<file path="src/rtl/label_fetch_unit.sv">
// label_fetch_unit: read-side client of the wire-label RAM.
// Waits for both labels, reads them, hands them to the garbler.
module label_fetch_unit #(
  parameter int S  = 20,
  parameter int K  = 128,
  parameter int CW = 16
) (
  input  logic          clk,
  input  logic          rst,
  input  logic          gate_valid,
  output logic          gate_ready,
  input  logic [S-1:0]  gate_addr_0,
  input  logic [S-1:0]  gate_addr_1,
  input  logic [S-1:0]  gate_tag,
  output logic          rd_req_0,
  output logic          rd_req_1,
  output logic [S-1:0]  rd_addr_0,
  output logic [S-1:0]  rd_addr_1,
  input  logic          rd_data_ready_0,
  input  logic          rd_data_ready_1,
  input  logic          stall_rd,
  input  logic [K-1:0]  rd_data_0,
  input  logic [K-1:0]  rd_data_1,
  output logic          lbl_valid,
  input  logic          lbl_ready,
  output logic [K-1:0]  lbl_0,
  output logic [K-1:0]  lbl_1,
  output logic [S-1:0]  lbl_tag,
  output logic [CW-1:0] wait_cnt,
  output logic [S-1:0]  gate_cnt
);

  typedef enum logic [2:0] {
    IDLE,
    WAIT,
    ISSUE,
    CAPTURE,
    HOLD
  } state_t;

  state_t       state;
  state_t       state_nxt;
  logic [S-1:0] a0_q;
  logic [S-1:0] a1_q;
  logic [S-1:0] tag_q;
  logic         same_q;
  logic         wait_inc;
  logic         both_rdy;

  assign both_rdy = rd_data_ready_0 &&
                    (same_q || rd_data_ready_1);

  always_ff @(posedge clk) begin
    if (!rst) state <= IDLE;
    else      state <= state_nxt;
  end

  always_comb begin
    state_nxt = state;
    wait_inc  = 1'b0;
    unique case (state)
      IDLE: begin
        if (gate_valid) state_nxt = WAIT;
      end
      WAIT: begin
        if (both_rdy) state_nxt = ISSUE;
        else          wait_inc  = 1'b1;
      end
      ISSUE: begin
        if (stall_rd) wait_inc  = 1'b1;
        else          state_nxt = CAPTURE;
      end
      CAPTURE: state_nxt = HOLD;
      HOLD: begin
        if (lbl_ready) state_nxt = IDLE;
      end
      default: state_nxt = IDLE;
    endcase
  end

  // Requests are qualified by rst so the reset cycle never reads.
  assign gate_ready = (state == IDLE);
  assign rd_req_0   = rst && (state == ISSUE);
  assign rd_req_1   = rd_req_0 && !same_q;
  assign rd_addr_0  = a0_q;
  assign rd_addr_1  = a1_q;

  always_ff @(posedge clk) begin
    if (!rst) begin
      a0_q      <= '0;
      a1_q      <= '0;
      tag_q     <= '0;
      same_q    <= 1'b0;
      lbl_0     <= '0;
      lbl_1     <= '0;
      lbl_tag   <= '0;
      lbl_valid <= 1'b0;
      wait_cnt  <= '0;
      gate_cnt  <= '0;
    end else begin
      if (state == IDLE && gate_valid) begin
        a0_q   <= gate_addr_0;
        a1_q   <= gate_addr_1;
        tag_q  <= gate_tag;
        same_q <= (gate_addr_0 == gate_addr_1);
      end
      if (wait_inc && wait_cnt != '1)
        wait_cnt <= wait_cnt + 1'b1;
      if (state == CAPTURE) begin
        lbl_0     <= rd_data_0;
        lbl_1     <= same_q ? rd_data_0 : rd_data_1;
        lbl_tag   <= tag_q;
        lbl_valid <= 1'b1;
      end
      if (state == HOLD && lbl_ready) begin
        lbl_valid <= 1'b0;
        gate_cnt  <= gate_cnt + 1'b1;
      end
    end
  end

endmodule

</file>
<file path="config.mk">
export PLATFORM = sky130hd
export DESIGN_NAME = label_fetch_unit
export DESIGN_NICKNAME = d
export VERILOG_FILES = /design/src/rtl/label_fetch_unit.sv
export SDC_FILE = /design/constraint.sdc
export NUM_CORES = 1
export LEC_CHECK = 0
export CORE_AREA = 2 2 265 267
export CTS_CLUSTER_SIZE = 30
export DETAILED_ROUTE_END_ITERATION = 7
export DIE_AREA = 0 0 267 269
export DONT_BUFFER_PORTS = 1
export GPL_TIMING_DRIVEN = 0
export PLACE_DENSITY = 0.41
export SLEW_MARGIN = 15
export SYNTH_ARGS = -nofsm -noshare
export SYNTH_HDL_FRONTEND = slang
export SYNTH_SLANG_ARGS = --single-unit
export TNS_END_PERCENT = 30
</file>
<file path="constraint.sdc">
create_clock -name clk -period 2.1 [get_ports clk]
set_input_delay 0.21 -clock clk [delete_from_list [all_inputs] [get_ports clk]]
set_output_delay 0.21 -clock clk [all_outputs]
set_load 0.01 [all_outputs]
</file>
* After elaboration in Yosys (flattened, before gate mapping)
Cells that the tools add are included.
** Storage, ports and cells
- Output and inout port bits :: 356
- Input port bits :: 323
- Bits in registers :: 377
- Logic and storage cells :: 44
** Cells by class
- Multiplexer cells :: 9
- Eq/ne operators :: 10
- Reduce and logical (&&, ||, !) cells :: 11
- $add $sub $neg :: 2
- Bitwise logic cells :: 1
** Operator list (number)
- 2-to-1 mux 128 bit :: 1
- adder 20 x 1 -> 20 bit (second input constant) :: 1
- == test 20 bit :: 1
- adder 16 x 1 -> 16 bit (second input constant) :: 1
- inequality test 16 bit (second input constant) :: 1
- one-hot mux 3 bit (5 select lines) :: 1
- 2-to-1 mux 3 bit :: 4
- inequality test 2 bit (second input constant) :: 4
- == test 3 x 2 -> 1 bit (second input constant) :: 2
- logical AND 1 bit :: 6
- AND reduction 4 bit :: 1
- == test 3 x 1 -> 1 bit (second input constant) :: 1
- == test 3 bit (second input constant) :: 1
- zero test 3 bit :: 1
- 2-to-1 mux 1 bit :: 2
- one-hot mux 1 bit (2 select lines) :: 1
- OR reduction 2 bit :: 1
- zero test 1 bit :: 1
- logical OR 1 bit :: 1
- NOT 1 bit :: 1

* Depth between registers and ports, before layout
- Depth in word-level cells :: 5
- Mapped depth :: 7
- Depth with buffers taken out :: 5

* Least setup slack after synthesis
Ideal clock, no wire load.
- Kind :: flip-flop to flip-flop
- From :: reg wait_cnt[0]
- To :: reg wait_cnt[9]
- Stages on the path, launching flop included :: 7
- Setup time :: 72 ps
- Period minus slack after synthesis :: 1775 ps
- Slack :: 325 ps
- Arrival time :: 1703 ps
- Required time :: 2028 ps
- Buffers on the path :: 1
- Path through :: dfxtp_1 -> ha_1 -> and4_1 -> and4bb_1 -> buf_2 -> nor4_1 -> mux2i_1
** Between the ends
- Longest elaborated chain between the ends :: 2
- Elaborated cells between the ends (all ways) :: 3
- Those cells by class :: add/sub (1); eq/ne (1); reduce/logical (1)
** Ends and longest elaborated chain
- start: declaration :: line 29 : output logic [CW-1:0] wait_cnt,
- start signal: assignment :: line 108 : wait_cnt <= wait_cnt + 1'b1;
- branches (longest 2 deep; another with adder 16 x 1 -> 16 bit)
Parallel ways; which one is timed is not known.
A chain may end at the register's enable or synchronous reset.

* Worst setup path in the final report
- From :: reg state[2]
- To :: reg state[0]
** Between the ends
- Longest elaborated chain between the ends :: 3
- Elaborated cells between the ends (all ways) :: 11
- Those cells by class :: eq/ne (8); mux (1); reduce/logical (2)
** Ends and longest elaborated chain
- start: declaration :: line 41 : state_t state;
- start signal: assignment :: line 55 : else state <= state_nxt;
- == test 3 x 1 -> 1 bit (tied with other cells) :: line 61 : unique case (state)
- inequality test 2 bit (no line)
- AND reduction 4 bit (no line)
Parallel ways exist; a longest one is shown, timed or not.

==> impl_metrics.py <==
metrics = {
    "synthesis": {
        "syn_area_mm2": 0.0148,
        "syn_area_per_cell_um2": 8.55,
        "synthAdderAreaFrac_pct": 0.169,
        "ys_seq_area_share_pct": 50.8,
        "post_synth_inst_count": 1736,
        "ys_warn_count": 0,
        "synth_top_family_by_area": "simple AND/OR/NAND/NOR gates",
        "yosys_register_bits": 377,
        "yosys.area_share.simple_pct": 18.5,
        "synth-compound-area-share_pct": 15.3,
        "synth_mux_area_share_pct": 9.30,
        "yosysUniqueCellTypes": 41,
        "syn_nets": 2061,
        "synth_xor_xnor_area_share_pct": 1.77,
    },
    "setup_path": {
        "worstSetupStartpointType": "register",
        "critPathKind": "register to register",
        "arrival_ns": 2.58,
        "reg2reg_from": "state[2]",
        "r2r_setup_slack_ns": 0.03,
        "end_kind": "register",
        "setup.worst_path.start": "state[2]",
        "r2r_cells": 5,
        "cp.required_ns": 2.61,
        "path_max_fanout": 7,
        "r2r_end": "state[0]",
    },
    "global_routing": {
        "met1_usage_pct": 19.5,
        "gr-total-overflow": 0,
        "grt_pass1_wl_um": 93200,
        "grt_max_degree": 13,
        "antenna_found_initial": 4,
        "grt-busiest-layer": "met2",
        "grt_pass1_vias": 14080,
        "use_met3_pct": 6.19,
        "grtUsageTotal_pct": 17.3,
        "grtUsageMet2_pct": 29.7,
    },
    "routing": {
        "post-route-drc-count": 0,
        "drt-initial-drc-count": 610,
        "first_pass_iters": 4,
        "via_per_inst": 4.59,
        "totalWireLength_um": 66400,
        "wl_per_cell_um": 21.6,
        "num_vias": 14123,
        "detail-route-antenna-nets": 0,
    },
    "final_layout": {
        "final_nets": 2427,
        "final_layout_size_suffix_gt1_share_pct": 7.30,
        "syn_to_final_growth_pct": 40.4,
        "layout_commonest_cell": "nand2_1",
        "final_cell_mix": "444 x nand2_1, 376 x dfxtp_1, 319 x dlygate4sd3_1",
    },
    "hold_path": {
        "min_to": "state[1]",
        "worstHoldPathCells": 4,
        "holdCritPathClass": "input pin to register",
        "min_from": "rd_data_ready_0",
    },
    "die": {
        "fp.dieW_um": 267,
        "row_count": 97,
        "core-area_mm2": 0.0693,
        "fp.dieH_um": 269,
        "start_util_pct": 21.4,
        "io_pins": 679,
        "die_area_mm2": 0.0718,
    },
    "run": {
        "cap_violations": 0,
    },
    "timing": {
        "finalMaxSlewViolations": 0,
        "timing.setup.tns_ns": 0,
        "rsz0062_at_grt": "true",
        "fmax_ghz": 0.482,
        "clock_skew_ns": 0.0206,
        "max_slew_margin_pct": 14.0,
        "setup_viol": 0,
        "period_share_pct": 98.8,
        "final_hold_viol_count": 0,
        "period_minus_slack_ns": 2.07,
        "tightest_slew_ns": 1.29,
    },
    "clock_network": {
        "clk_pin_slew_ns": 0.06,
        "cts_setup_buffers": 0,
        "cts_sinks": 377,
        "h-tree-depth": 2,
        "cts_tree": "yes",
        "cts_max_path_buffers": 3,
        "cts_root_buf": "clkbuf_16",
        "cts_buffers": 46,
        "clk_latency_ns": 0.57,
    },
    "run_status": {
        "status": "finished, final reports clean",
    },
    "pwr": {
        "ir_worst_vdd_uv": 470,
        "total_power_mw": 17.8,
        "leakage_nw": 6.90,
        "powerDensity_mw_per_mm2": 854,
    },
    "place": {
        "gp_congestion": 0.892,
        "dpl.hpwl_um": 50800,
        "numPortBuffers": 0,
    },
}
## layout make-up
| class | count | area [um2] |
|---|---|---|
| antenna | 2 | 5.00 |
| buffer | 137 | 699 |
| clock buffer | 72 | 1350 |
| clock inverter | 10 | 139 |
| fill | 7324 | 48400 |
| inverter | 5 | 18.8 |
| multi-input combinational | 1216 | 6730 |
| sequential | 377 | 7550 |
| tap | 940 | 1180 |
| timing repair buffer | 319 | 3190 |
## critical path, cell delays in order (launching register included)
cell	delay, ns
dfxtp_1	0.40
nor2_1	0.24
o211ai_1	0.12
dlygate4sd3_1	0.56
a21oi_1	0.14
dlygate4sd3_1	0.56
## synthesized netlist by cell type
cell	count	area share, %
and4_1	5	0.29
inv_1	5	0.13
o21ai_0	8	0.27
dfxtp_1	377	51
or3b_1	2	0.12
nor2_1	142	3.6
clkbuf_1	77	1.9
o311ai_0	1	0.059
nor2b_1	2	0.084
and2_1	6	0.25
nand4_1	17	0.72
mux2i_1	138	9.3
o31a_1	1	0.059
xnor2_1	2	0.12
o21ai_1	1	0.034
and4bb_2	1	0.084
nand2b_1	8	0.34
or4b_2	1	0.067
o41ai_1	1	0.059
nand2_1	444	11
or3_1	5	0.21
ha_1	2	0.17
o21bai_1	2	0.10
a32oi_2	1	0.11
buf_2	57	1.9
o21a_1	1	0.051
a211oi_1	129	6.5
nand3_1	7	0.24
and3_1	6	0.25
or4_1	6	0.30
buf_1	2	0.051
a21oi_1	223	7.5
nor3b_2	1	0.084
xor2_1	28	1.7
nor3_1	4	0.13
buf_4	2	0.10
o211ai_1	2	0.10
nor4_1	11	0.46
o31ai_1	6	0.30
o311a_1	1	0.067
and4bb_1	1	0.084
## repair_timing
action	CTS	global route
endpoints found under the setup margin	298	336
hold buffers	319	0
hold endpoints to repair	323	0
gates resized for setup	28	38
## how the worst max path moves through the flow
| stage | to | slack (ns) | depth (start not counted) |
|---|---|---|---|
| after floorplan | wait_cnt[9] | 0.33 | 6 |
| after global placement | lbl_0[120] | -0.37 | 6 |
| after detailed placement | lbl_0[124] | -0.43 | 6 |
| after CTS | rd_req_1 | -0.04 | 4 |
| after global routing | state[0] | -0.06 | 5 |
| final | state[0] | 0.03 | 5 |
## metal layers
metal / routed length, um / part of all wire, %
met2: 32000 / 48
met5: 38 / 0.057
met4: 2660 / 4.0
met1: 25900 / 39
met3: 5710 / 8.6
## registers in the layout, summed over array words and instances, names as in the netlist
name       count
rd_addr_0     20
rd_addr_1     20
state          3
lbl_valid      1
lbl_tag       20
lbl_1        128
lbl_0        128
wait_cnt      16
same_q         1
gate_cnt      20
tag_q         20
## per-stage QoR
step                util, %  setup slack, ns  hold slack (ns)  instance area (um2)  std cells
floorplan                 -            0.325            0.346                14800       1736
global placement       23.1           -0.372            0.347                16000       2676
detailed placement     23.1           -0.426            0.352                16000       2676
CTS                    30.0          -0.0366          0.00128                20800       3077
global route           30.1          -0.0577          0.00754                20900       3076
finish                 30.1           0.0259           0.0169                20900       3078
## power by group
group	total, mW	switching, mW	internal (mW)	leakage [nW]
Combinational	1.95	1.11	0.844	3.13
Sequential	7.94	0.441	7.50	3.05
Clock	7.92	3.15	4.77	0.724
Total	17.8	4.70	13.1	6.90
## cell families (layout without fill, tap and decap cells)
| kind of cell | count (synthesis) | count (layout) |
|---|---|---|
| AO/OA/AOI/OAI | 377 | 377 |
| AND/OR/NAND/NOR | 669 | 669 |
| XOR/XNOR | 30 | 30 |
| flip-flops | 377 | 377 |
| other | 0 | 2 |
| adder cells (fa/ha/maj) | 2 | 2 |
| buffers and inverters | 143 | 543 |
| multiplexers | 138 | 138 |
Note: power is estimated with default switching activity, not from simulation.
